[config.mk]
export PLATFORM = sky130hd
export DESIGN_NAME = pong_pixel_gen
export DESIGN_NICKNAME = d
export VERILOG_FILES = /design/src/rtl/pong_pixel_gen.sv
export SDC_FILE = /design/constraint.sdc
export NUM_CORES = 1
export LEC_CHECK = 0
export ABC_AREA = 1
export CORE_MARGIN = 1
export CORE_UTILIZATION = 30
export CTS_BUF_LIST = sky130_fd_sc_hd__clkbuf_8
export DETAILED_ROUTE_END_ITERATION = 7
export PLACE_DENSITY = 0.57
export SYNTH_ARGS = -nofsm -noshare
export SYNTH_HDL_FRONTEND = slang
export SYNTH_SLANG_ARGS = --single-unit
[constraint.sdc]
create_clock -name clk -period 5.2 [get_ports clk]
set_clock_uncertainty 0.1 [all_clocks]
set_input_delay 0.78 -clock clk [delete_from_list [all_inputs] [get_ports clk]]
set_output_delay 0.78 -clock clk [all_outputs]
set_load 0.05 [all_outputs]
[src/rtl/pong_pixel_gen.sv]
// pong_pixel_gen: Pong object/colour stage behind vga_sync (640x480).
// Owns the paddle and ball motion state, advanced once per frame on an
// internal refresh pulse, and drives a registered 12-bit {R,G,B} pixel.
// Optional feature macro: PONG_MISS_COUNT_EN adds a saturating miss
// counter output (miss_cnt), cleared by holding both buttons at refresh.
module pong_pixel_gen #(
   parameter logic [9:0]  PAD_H  = 10'd72,
   parameter logic [9:0]  PAD_V  = 10'd4,
   parameter logic [9:0]  BALL_V = 10'd2,
   parameter logic [11:0] C_WALL = 12'h00F,
   parameter logic [11:0] C_PAD  = 12'h0F0,
   parameter logic [11:0] C_BALL = 12'hF00,
   parameter logic [11:0] C_BG   = 12'h000
) (
   input  logic        clk,
   input  logic        reset,
   input  logic        video_on,
   input  logic        p_tick,
   input  logic [9:0]  x,
   input  logic [9:0]  y,
   input  logic        btn_up,
   input  logic        btn_down,
   output logic [11:0] rgb,
`ifdef PONG_MISS_COUNT_EN
   output logic [3:0]  miss_cnt,
`endif
   output logic        miss
);

   // Fixed playfield geometry
   localparam logic [9:0] BALL_SZ   = 10'd8;
   localparam logic [9:0] WALL_L    = 10'd32;
   localparam logic [9:0] WALL_R    = 10'd35;
   localparam logic [9:0] WALL_BNC  = 10'd36;
   localparam logic [9:0] PAD_L     = 10'd600;
   localparam logic [9:0] PAD_R     = 10'd603;
   localparam logic [9:0] SCR_H     = 10'd480;
   localparam logic [9:0] X_MISS    = 10'd632;
   localparam logic [9:0] X_START   = 10'd316;
   localparam logic [9:0] Y_START   = 10'd236;
   localparam logic [9:0] PAD_START = 10'd204;
   localparam logic [9:0] REFR_ROW  = 10'd481;

   // Button synchronisers (meta / stable stages)
   logic r_up_m, r_up_s, r_dn_m, r_dn_s;
   // Frame refresh pulse
   logic r_refr_tick;
   // Motion state; r_dx/r_dy: 1 = positive direction
   logic [9:0] r_pad_y, r_ball_x, r_ball_y;
   logic       r_dx, r_dy;
   logic       r_miss;
   logic [11:0] r_rgb;

   // Next-state wires
   logic [9:0] w_pad_y_n, w_ball_x_n, w_ball_y_n;
   logic       w_dx_n, w_dy_n;
   logic       w_hit, w_miss_now;
   logic [9:0] w_ball_r;
   logic       w_ball_on, w_pad_on, w_wall_on;
   logic [11:0] w_rgb_n;

   // Two-flop synchronisers for the asynchronous buttons
   always_ff @(posedge clk or posedge reset) begin
      if (reset) begin
         r_up_m <= 1'b0;
         r_up_s <= 1'b0;
         r_dn_m <= 1'b0;
         r_dn_s <= 1'b0;
      end else begin
         r_up_m <= btn_up;
         r_up_s <= r_up_m;
         r_dn_m <= btn_down;
         r_dn_s <= r_dn_m;
      end
   end

   // One-clk refresh pulse after the pixel tick at (0,481), inside vertical blanking
   always_ff @(posedge clk or posedge reset) begin
      if (reset) begin
         r_refr_tick <= 1'b0;
      end else begin
         r_refr_tick <= p_tick && (x == 10'd0) && (y == REFR_ROW);
      end
   end

   // Paddle next position: clamp at the top and bottom of the screen
   always_comb begin
      w_pad_y_n = r_pad_y;
      if (r_up_s && !r_dn_s) begin
         if (r_pad_y >= PAD_V) begin
            w_pad_y_n = r_pad_y - PAD_V;
         end else begin
            w_pad_y_n = 10'd0;
         end
      end else if (r_dn_s && !r_up_s) begin
         if (r_pad_y + PAD_H + PAD_V <= SCR_H) begin
            w_pad_y_n = r_pad_y + PAD_V;
         end else begin
            w_pad_y_n = SCR_H - PAD_H;
         end
      end else begin
         w_pad_y_n = r_pad_y;
      end
   end

   // Ball next velocity first, then position using that new velocity
   always_comb begin
      w_ball_r   = r_ball_x + BALL_SZ;
      w_miss_now = (r_ball_x >= X_MISS);
      w_hit      = (w_ball_r >= PAD_L) && (w_ball_r <= PAD_R) &&
                   (r_ball_y + BALL_SZ > r_pad_y) && (r_ball_y < r_pad_y + PAD_H);
      w_dy_n = r_dy;
      if (r_ball_y <= BALL_V) begin
         w_dy_n = 1'b1;
      end else if (r_ball_y + BALL_SZ >= SCR_H - BALL_V) begin
         w_dy_n = 1'b0;
      end else begin
         w_dy_n = r_dy;
      end
      w_dx_n = r_dx;
      if (r_ball_x <= WALL_BNC) begin
         w_dx_n = 1'b1;
      end else if (w_hit) begin
         w_dx_n = 1'b0;
      end else begin
         w_dx_n = r_dx;
      end
      w_ball_x_n = w_dx_n ? (r_ball_x + BALL_V) : (r_ball_x - BALL_V);
      w_ball_y_n = w_dy_n ? (r_ball_y + BALL_V) : (r_ball_y - BALL_V);
   end

   // Motion state: advances only on the refresh pulse; a miss respawns the ball
   always_ff @(posedge clk or posedge reset) begin
      if (reset) begin
         r_pad_y  <= PAD_START;
         r_ball_x <= X_START;
         r_ball_y <= Y_START;
         r_dx     <= 1'b0;
         r_dy     <= 1'b1;
         r_miss   <= 1'b0;
      end else if (r_refr_tick) begin
         r_pad_y <= w_pad_y_n;
         if (w_miss_now) begin
            r_ball_x <= X_START;
            r_ball_y <= Y_START;
            r_dx     <= 1'b0;
            r_dy     <= 1'b1;
            r_miss   <= 1'b1;
         end else begin
            r_ball_x <= w_ball_x_n;
            r_ball_y <= w_ball_y_n;
            r_dx     <= w_dx_n;
            r_dy     <= w_dy_n;
            r_miss   <= 1'b0;
         end
      end else begin
         r_miss <= 1'b0;
      end
   end

`ifdef PONG_MISS_COUNT_EN
   logic [3:0] r_miss_cnt;

   // Saturating miss counter; both buttons held at refresh clears it
   always_ff @(posedge clk or posedge reset) begin
      if (reset) begin
         r_miss_cnt <= 4'd0;
      end else if (r_refr_tick && r_up_s && r_dn_s) begin
         r_miss_cnt <= 4'd0;
      end else if (r_refr_tick && w_miss_now && (r_miss_cnt != 4'd15)) begin
         r_miss_cnt <= r_miss_cnt + 4'd1;
      end else begin
         r_miss_cnt <= r_miss_cnt;
      end
   end

   assign miss_cnt = r_miss_cnt;
`endif

   // Object hit tests for the current pixel against current positions
   always_comb begin
      w_ball_on = (x >= r_ball_x) && (x < r_ball_x + BALL_SZ) &&
                  (y >= r_ball_y) && (y < r_ball_y + BALL_SZ);
      w_pad_on  = (x >= PAD_L) && (x <= PAD_R) &&
                  (y >= r_pad_y) && (y < r_pad_y + PAD_H);
      w_wall_on = (x >= WALL_L) && (x <= WALL_R);
      if (!video_on) begin
         w_rgb_n = 12'h000;
      end else if (w_ball_on) begin
         w_rgb_n = C_BALL;
      end else if (w_pad_on) begin
         w_rgb_n = C_PAD;
      end else if (w_wall_on) begin
         w_rgb_n = C_WALL;
      end else begin
         w_rgb_n = C_BG;
      end
   end

   // Registered colour output to the DAC pins
   always_ff @(posedge clk or posedge reset) begin
      if (reset) begin
         r_rgb <= 12'h000;
      end else begin
         r_rgb <= w_rgb_n;
      end
   end

   assign rgb  = r_rgb;
   assign miss = r_miss;

endmodule

**Word-level counts from Yosys, hierarchy flattened**

Cells that the tools add are included.

- Muxes and demuxes: 20
- $add $sub $neg: 10
- Reductions and logical operators: 19
- Eq/ne operators: 1
- Magnitude comparators: 20

Operators with widths:

| kind | count |
|---|---|
| 10-bit 2-to-1 mux | 8 |
| 10-bit less-than comparator | 4 |
| 10-bit greater-or-equal comparator | 3 |
| 10-bit greater-or-equal comparator (second input constant) | 3 |
| 12-bit 2-to-1 mux | 2 |
| 10-bit by 2-bit adder with 10-bit output (second input constant) | 2 |
| 10-bit by 3-bit adder with 10-bit output (second input constant) | 2 |
| 10-bit by 4-bit adder with 10-bit output (second input constant) | 2 |
| 10-bit <= comparator (second input constant) | 2 |
| 10-bit by 6-bit <= comparator with 1-bit output (second input constant) | 2 |
| 10-bit by 2-bit subtractor with 10-bit output (second input constant) | 2 |
| 1-bit logical AND | 14 |
| 10-bit by 7-bit adder with 10-bit output (second input constant) | 1 |
| 10-bit by 9-bit == test with 1-bit output (second input constant) | 1 |
| 10-bit by 3-bit greater-or-equal comparator with 1-bit output (second input constant) | 1 |
| 10-bit by 6-bit greater-or-equal comparator with 1-bit output (second input constant) | 1 |
| 10-bit by 9-bit greater-or-equal comparator with 1-bit output (second input constant) | 1 |
| 10-bit > comparator | 1 |
| 10-bit by 2-bit <= comparator with 1-bit output (second input constant) | 1 |
| 10-bit by 9-bit <= comparator with 1-bit output (second input constant) | 1 |
| 10-bit zero test | 1 |
| 10-bit by 3-bit subtractor with 10-bit output (second input constant) | 1 |
| 1-bit 2-to-1 mux | 8 |
| 8-bit 2-to-1 mux | 1 |
| 4 further kinds | 5 |

- Input port bits: 26
- Register bits after elaboration: 50
- Output and inout bits: 13

**Logic depth before layout (Yosys ltp)**

- Depth in word-level cells: 9
- Gate-level depth with buffers: 27
- Gate-level depth less buffers: 27

**Least setup slack after synthesis**

No wires, ideal clock.

- Path type: register -> register
- Start point: reg r_ball_y[3]
- End point: reg r_ball_x[9]
- Buffers on the path: 0
- Clock period less this slack: 3.709 ns
- Cell stages (with the launch flop): 23
- Path slack: 1.491 ns
- Required time: 4.983 ns
- Data arrival time: 3.492 ns
- Cell sequence: dfstp_2 ha_1 nand3_2 nor3_4 xor2_2 inv_1 ha_1 nand2_1 nor2_1 a21boi_0 nor2_1 nor2_1 nand2_1 nand2_1 nand2_2 fa_1 o21ai_1 nand4_1 nand3_1 xor2_1 nand3_1 nand3_1 nand2_1

- Cells in the longest elaborated chain, start to end: 8

Ends and longest elaborated chain:

| element | line | RTL |
|---|---|---|
| from (decl) | 49 | `logic [9:0] r_pad_y, r_ball_x, r_ball_y;` |
| from (signal assigned) | 151 | `r_ball_y <= w_ball_y_n;` |
| 10-bit by 4-bit adder with 10-bit output | 111 | `(r_ball_y + BALL_SZ > r_pad_y) && (r_ball_y < r_pad_y + PAD_H);` |
| 10-bit > comparator | 111 |  |
| 1-bit logical AND | 110 | `w_hit = (w_ball_r >= PAD_L) && (w_ball_r <= PAD_R) &&` |
| 1-bit logical AND (*) | 111 |  |
| 1-bit 2-to-1 mux (*) | 123 | `end else if (w_hit) begin` |
| 1-bit 2-to-1 mux (*) | 121 | `if (r_ball_x <= WALL_BNC) begin` |
| 10-bit 2-to-1 mux (*) | 128 | `w_ball_x_n = w_dx_n ? (r_ball_x + BALL_V) : (r_ball_x - BALL_V);` |
| 10-bit 2-to-1 mux (*) | 143 | `if (w_miss_now) begin` |
| to (signal assigned) | 150 | `r_ball_x <= w_ball_x_n;` |
| to (decl) | 49 |  |

Mark *: on every way between the ends. The rest lies on a longest branch, timed or not.
A chain may end at the register's enable or synchronous reset.

**Worst setup path after layout**

Same ends and word-level chain as after synthesis.

==> results.sh <==
export IMPL_cts_clk_slew_worst_paths_ns=0.08
export IMPL_placementRows=45
export IMPL_fin_worst_hold_slack_ns=0.255
export IMPL_dr_pass1_iters=4
export IMPL_cts_repair_timing_setup_buffer_count=0
export IMPL_max_slew_margin=0.433
export IMPL_coreArea_um2=15300
export IMPL_setup_tns_final_ns=0
export IMPL_worst_path_max_fanout=12
export IMPL_place_hpwl_mm=9.77
export IMPL_layout_cells_most_common_list="147 x sky130_fd_sc_hd__nand2_1, 82 x sky130_fd_sc_hd__ha_1, 78 x sky130_fd_sc_hd__inv_1, 40 x sky130_fd_sc_hd__nor2_1"
export IMPL_min_period_over_period=0.816
export IMPL_final_critical_path_setup_slack_ns=0.958
export IMPL_cts_htree_levels=2
export IMPL_post_synth_inst_count=644
export IMPL_final_weighted_congestion_in_routability_driven_placement=0.839
export IMPL_sequential_cell_area_um2=945
export IMPL_tritoncts_clock_tree="built"
export IMPL_placement_setup_worst_slack_ns=0.980
export IMPL_final_core_util=0.345
export IMPL_grt_max_degree=38
export IMPL_syn_num_nets=753
export IMPL_ctsHoldBuffers=0
export IMPL_report_power_total_mw=0.585
export IMPL_ant_nets=0
export IMPL_number_of_hold_slack_violations_in_the_final_timing_report=0
export IMPL_drive_gt1_frac=0.0925
export IMPL_antenna_cells_inserted=0
export IMPL_pwr_density_cell_nw_per_um2=111
export IMPL_route_detailed_vias_per_inst=4.69
export IMPL_yosys_warnings=0
export IMPL_dieHeight_um=127
export IMPL_netlist_area_um2=4700
export IMPL_detailedRoute_firstIterationViolations=307
export IMPL_wl_per_cell_um=13.7
export IMPL_io_buffers=38
export IMPL_synth_lib_cells_used_distinct=53
export IMPL_vias_after_detailed_routing=4128
export IMPL_cts_repair_resized=0
export IMPL_leakagePower_nw=2.51
export IMPL_timing_final_setup_violations=0
export IMPL_critPathLaunchType="register"
export IMPL_layout_area_overhead_vs_synth_pct=12.3
export IMPL_final_min_period_ns=4.24
export IMPL_io_pin_count=39
export IMPL_first_global_vias=3865
export IMPL_multiInputGateArea_um2=3240
export IMPL_first_pass_grt_wire_length_mm=20.0
export IMPL_track_usage=0.156
export IMPL_maxClockFrequency_mhz=236
export IMPL_synth_sequential_area_ratio=0.201
export IMPL_post_route_drc_count=0
export IMPL_chipWidth_um=127
export IMPL_cp_arrival_ns=4.34
export IMPL_floorplan_initialDensity=0.308
export IMPL_buffer_depth_of_the_longest_clock_path=2
export IMPL_clk_sinks=37
export IMPL_worst_slew_pin_slew_ns=0.848
export IMPL_timing_final_max_slew_violations=0
export IMPL_post_synth_cell_area_avg_um2=7.29
export IMPL_dieArea_um2=16200
export IMPL_critPathRequiredTime_ns=5.30
export IMPL_run_status="finished, final reports clean"
export IMPL_setup_worst_path_class="register to register"
export IMPL_layout_cells_most_common="sky130_fd_sc_hd__nand2_1"
export IMPL_cts_made_buffers=5
export IMPL_global_route_overflow_total=0
export IMPL_final_net_count=778
export IMPL_rsz0062_at_grt="no"
export IMPL_ys_seq_elements=37
export IMPL_wirelength_mm=12.1
export IMPL_antenna_found_initial=0
export IMPL_cts_root_buf="sky130_fd_sc_hd__clkbuf_8"
export IMPL_timing_max_cap_violations=0
export IMPL_cp_endpoint_kind="register"
export IMPL_fillCellCount=1599
export IMPL_worstHoldPathType="register to register"
export IMPL_clk_lat_worst_skew_ns=0.30
export IMPL_ir_drop_mv=0.0864
## per-stage QoR
step / instances / cell area [um2]
2_1_floorplan: 644 / 4700
3_3_place_gp: 873 / 5190
3_5_place_dp: 873 / 5190
4_1_cts: 881 / 5270
5_1_grt: 881 / 5270
6_report: 881 / 5270
## per-layer routing
layer  track usage  part of all wire  vias up
met5             0                 0        -
met4        0.0280            0.0052        0
met3        0.0201             0.021        4
met2         0.261              0.46       50
met1         0.217              0.51     1882
li1              -                 -     2192
## final cells by class
type / instances / area share
clock buffer: 5 / 0.0131
clock inverter: 3 / 0.00261
inverter: 90 / 0.0660
multi-input combinational: 496 / 0.615
sequential: 37 / 0.179
tap: 211 / 0.0501
timing repair buffer: 39 / 0.0736
## registers in the layout (all words and copies together), names as in the netlist
register,flops
rgb,3
r_dy,1
r_dn_s,1
r_dn_m,1
miss,1
r_up_s,1
r_up_m,1
r_dx,1
r_ball_x,9
r_ball_y,9
r_refr_tick,1
r_pad_y,8
## synthesized netlist by cell type, drive strengths merged
cell     count  share of area
nand2      154           0.13
inv         89          0.073
ha          82           0.22
nor2        45          0.041
nand3       43          0.053
a21oi       36          0.039
xor2        28          0.057
o21ai       25          0.029
dfrtp       22           0.12
nand4       19          0.027
buf         17          0.028
dfstp       15          0.084
nor3        12          0.015
o22ai        6         0.0080
nand3b       5         0.0080
o211ai       5         0.0080
a22oi        4         0.0064
clkbuf       4         0.0056
o2111ai      4         0.0075
o21bai       4         0.0064
or2          4         0.0053
nor4         3         0.0040
o31ai        3         0.0048
xnor2        3         0.0056
a211oi       2         0.0032
a21boi       2         0.0032
a21o         2         0.0032
a31oi        1         0.0013
a32oi        1         0.0019
and2         1         0.0013
clkinv       1        0.00080
fa           1         0.0043
or4          1         0.0016
## worst paths after layout
path | cells past startpoint | end | from | slack (ns)
setup / recovery | 26 | r_ball_x[9] | r_ball_y[3] | 0.96
hold / removal | 0 | r_dn_s | r_dn_m | 0.26
setup reg to reg | 26 | r_ball_x[9] | r_ball_y[3] | 0.96
hold reg to reg | 0 | r_dn_s | r_dn_m | 0.26
max in group asynchronous | 3 | r_ball_y[6] | reset | 3.82
min in group asynchronous | 3 | rgb[3] | reset | 0.79
## cell families after synthesis
kind of cell               share of synthesized area
xor gates and xnor gates                      0.0626
DFF                                            0.201
adders and majority gates                      0.223
buffers and inverters                          0.108
AOI/OAI and AO/OA                              0.122
and+or+nand+nor                                0.284
## where the power goes
part | leakage, nW | switching (mW) | internal, mW
combinational | 2.01 | 0.0505 | 0.0407
clock | 0.0491 | 0.112 | 0.0911
sequential | 0.453 | 0.000572 | 0.290
## worst max-delay path, stage by stage, from the launching register on
cell	delay (ns)
sky130_fd_sc_hd__dfstp_2	0.69
sky130_fd_sc_hd__ha_1	0.25
sky130_fd_sc_hd__nand3_2	0.13
sky130_fd_sc_hd__nor3_4	0.16
sky130_fd_sc_hd__xor2_2	0.25
sky130_fd_sc_hd__inv_1	0.07
sky130_fd_sc_hd__ha_1	0.30
sky130_fd_sc_hd__nand2_1	0.07
sky130_fd_sc_hd__nor2_1	0.17
sky130_fd_sc_hd__nand3_1	0.09
sky130_fd_sc_hd__nand2_1	0.07
sky130_fd_sc_hd__nor2_1	0.04
sky130_fd_sc_hd__nand2_1	0.05
sky130_fd_sc_hd__nor2_1	0.04
sky130_fd_sc_hd__nand2_1	0.06
sky130_fd_sc_hd__nand2_1	0.07
sky130_fd_sc_hd__nand2_2	0.10
sky130_fd_sc_hd__inv_2	0.09
sky130_fd_sc_hd__ha_1	0.37
sky130_fd_sc_hd__nand2_1	0.07
sky130_fd_sc_hd__o21ai_1	0.23
sky130_fd_sc_hd__nand4_1	0.12
sky130_fd_sc_hd__nand3_1	0.10
sky130_fd_sc_hd__xor2_1	0.19
sky130_fd_sc_hd__nand3_1	0.09
sky130_fd_sc_hd__nand3_1	0.08
sky130_fd_sc_hd__nand2_1	0.05
Note: power is estimated with default switching activity, not from simulation.
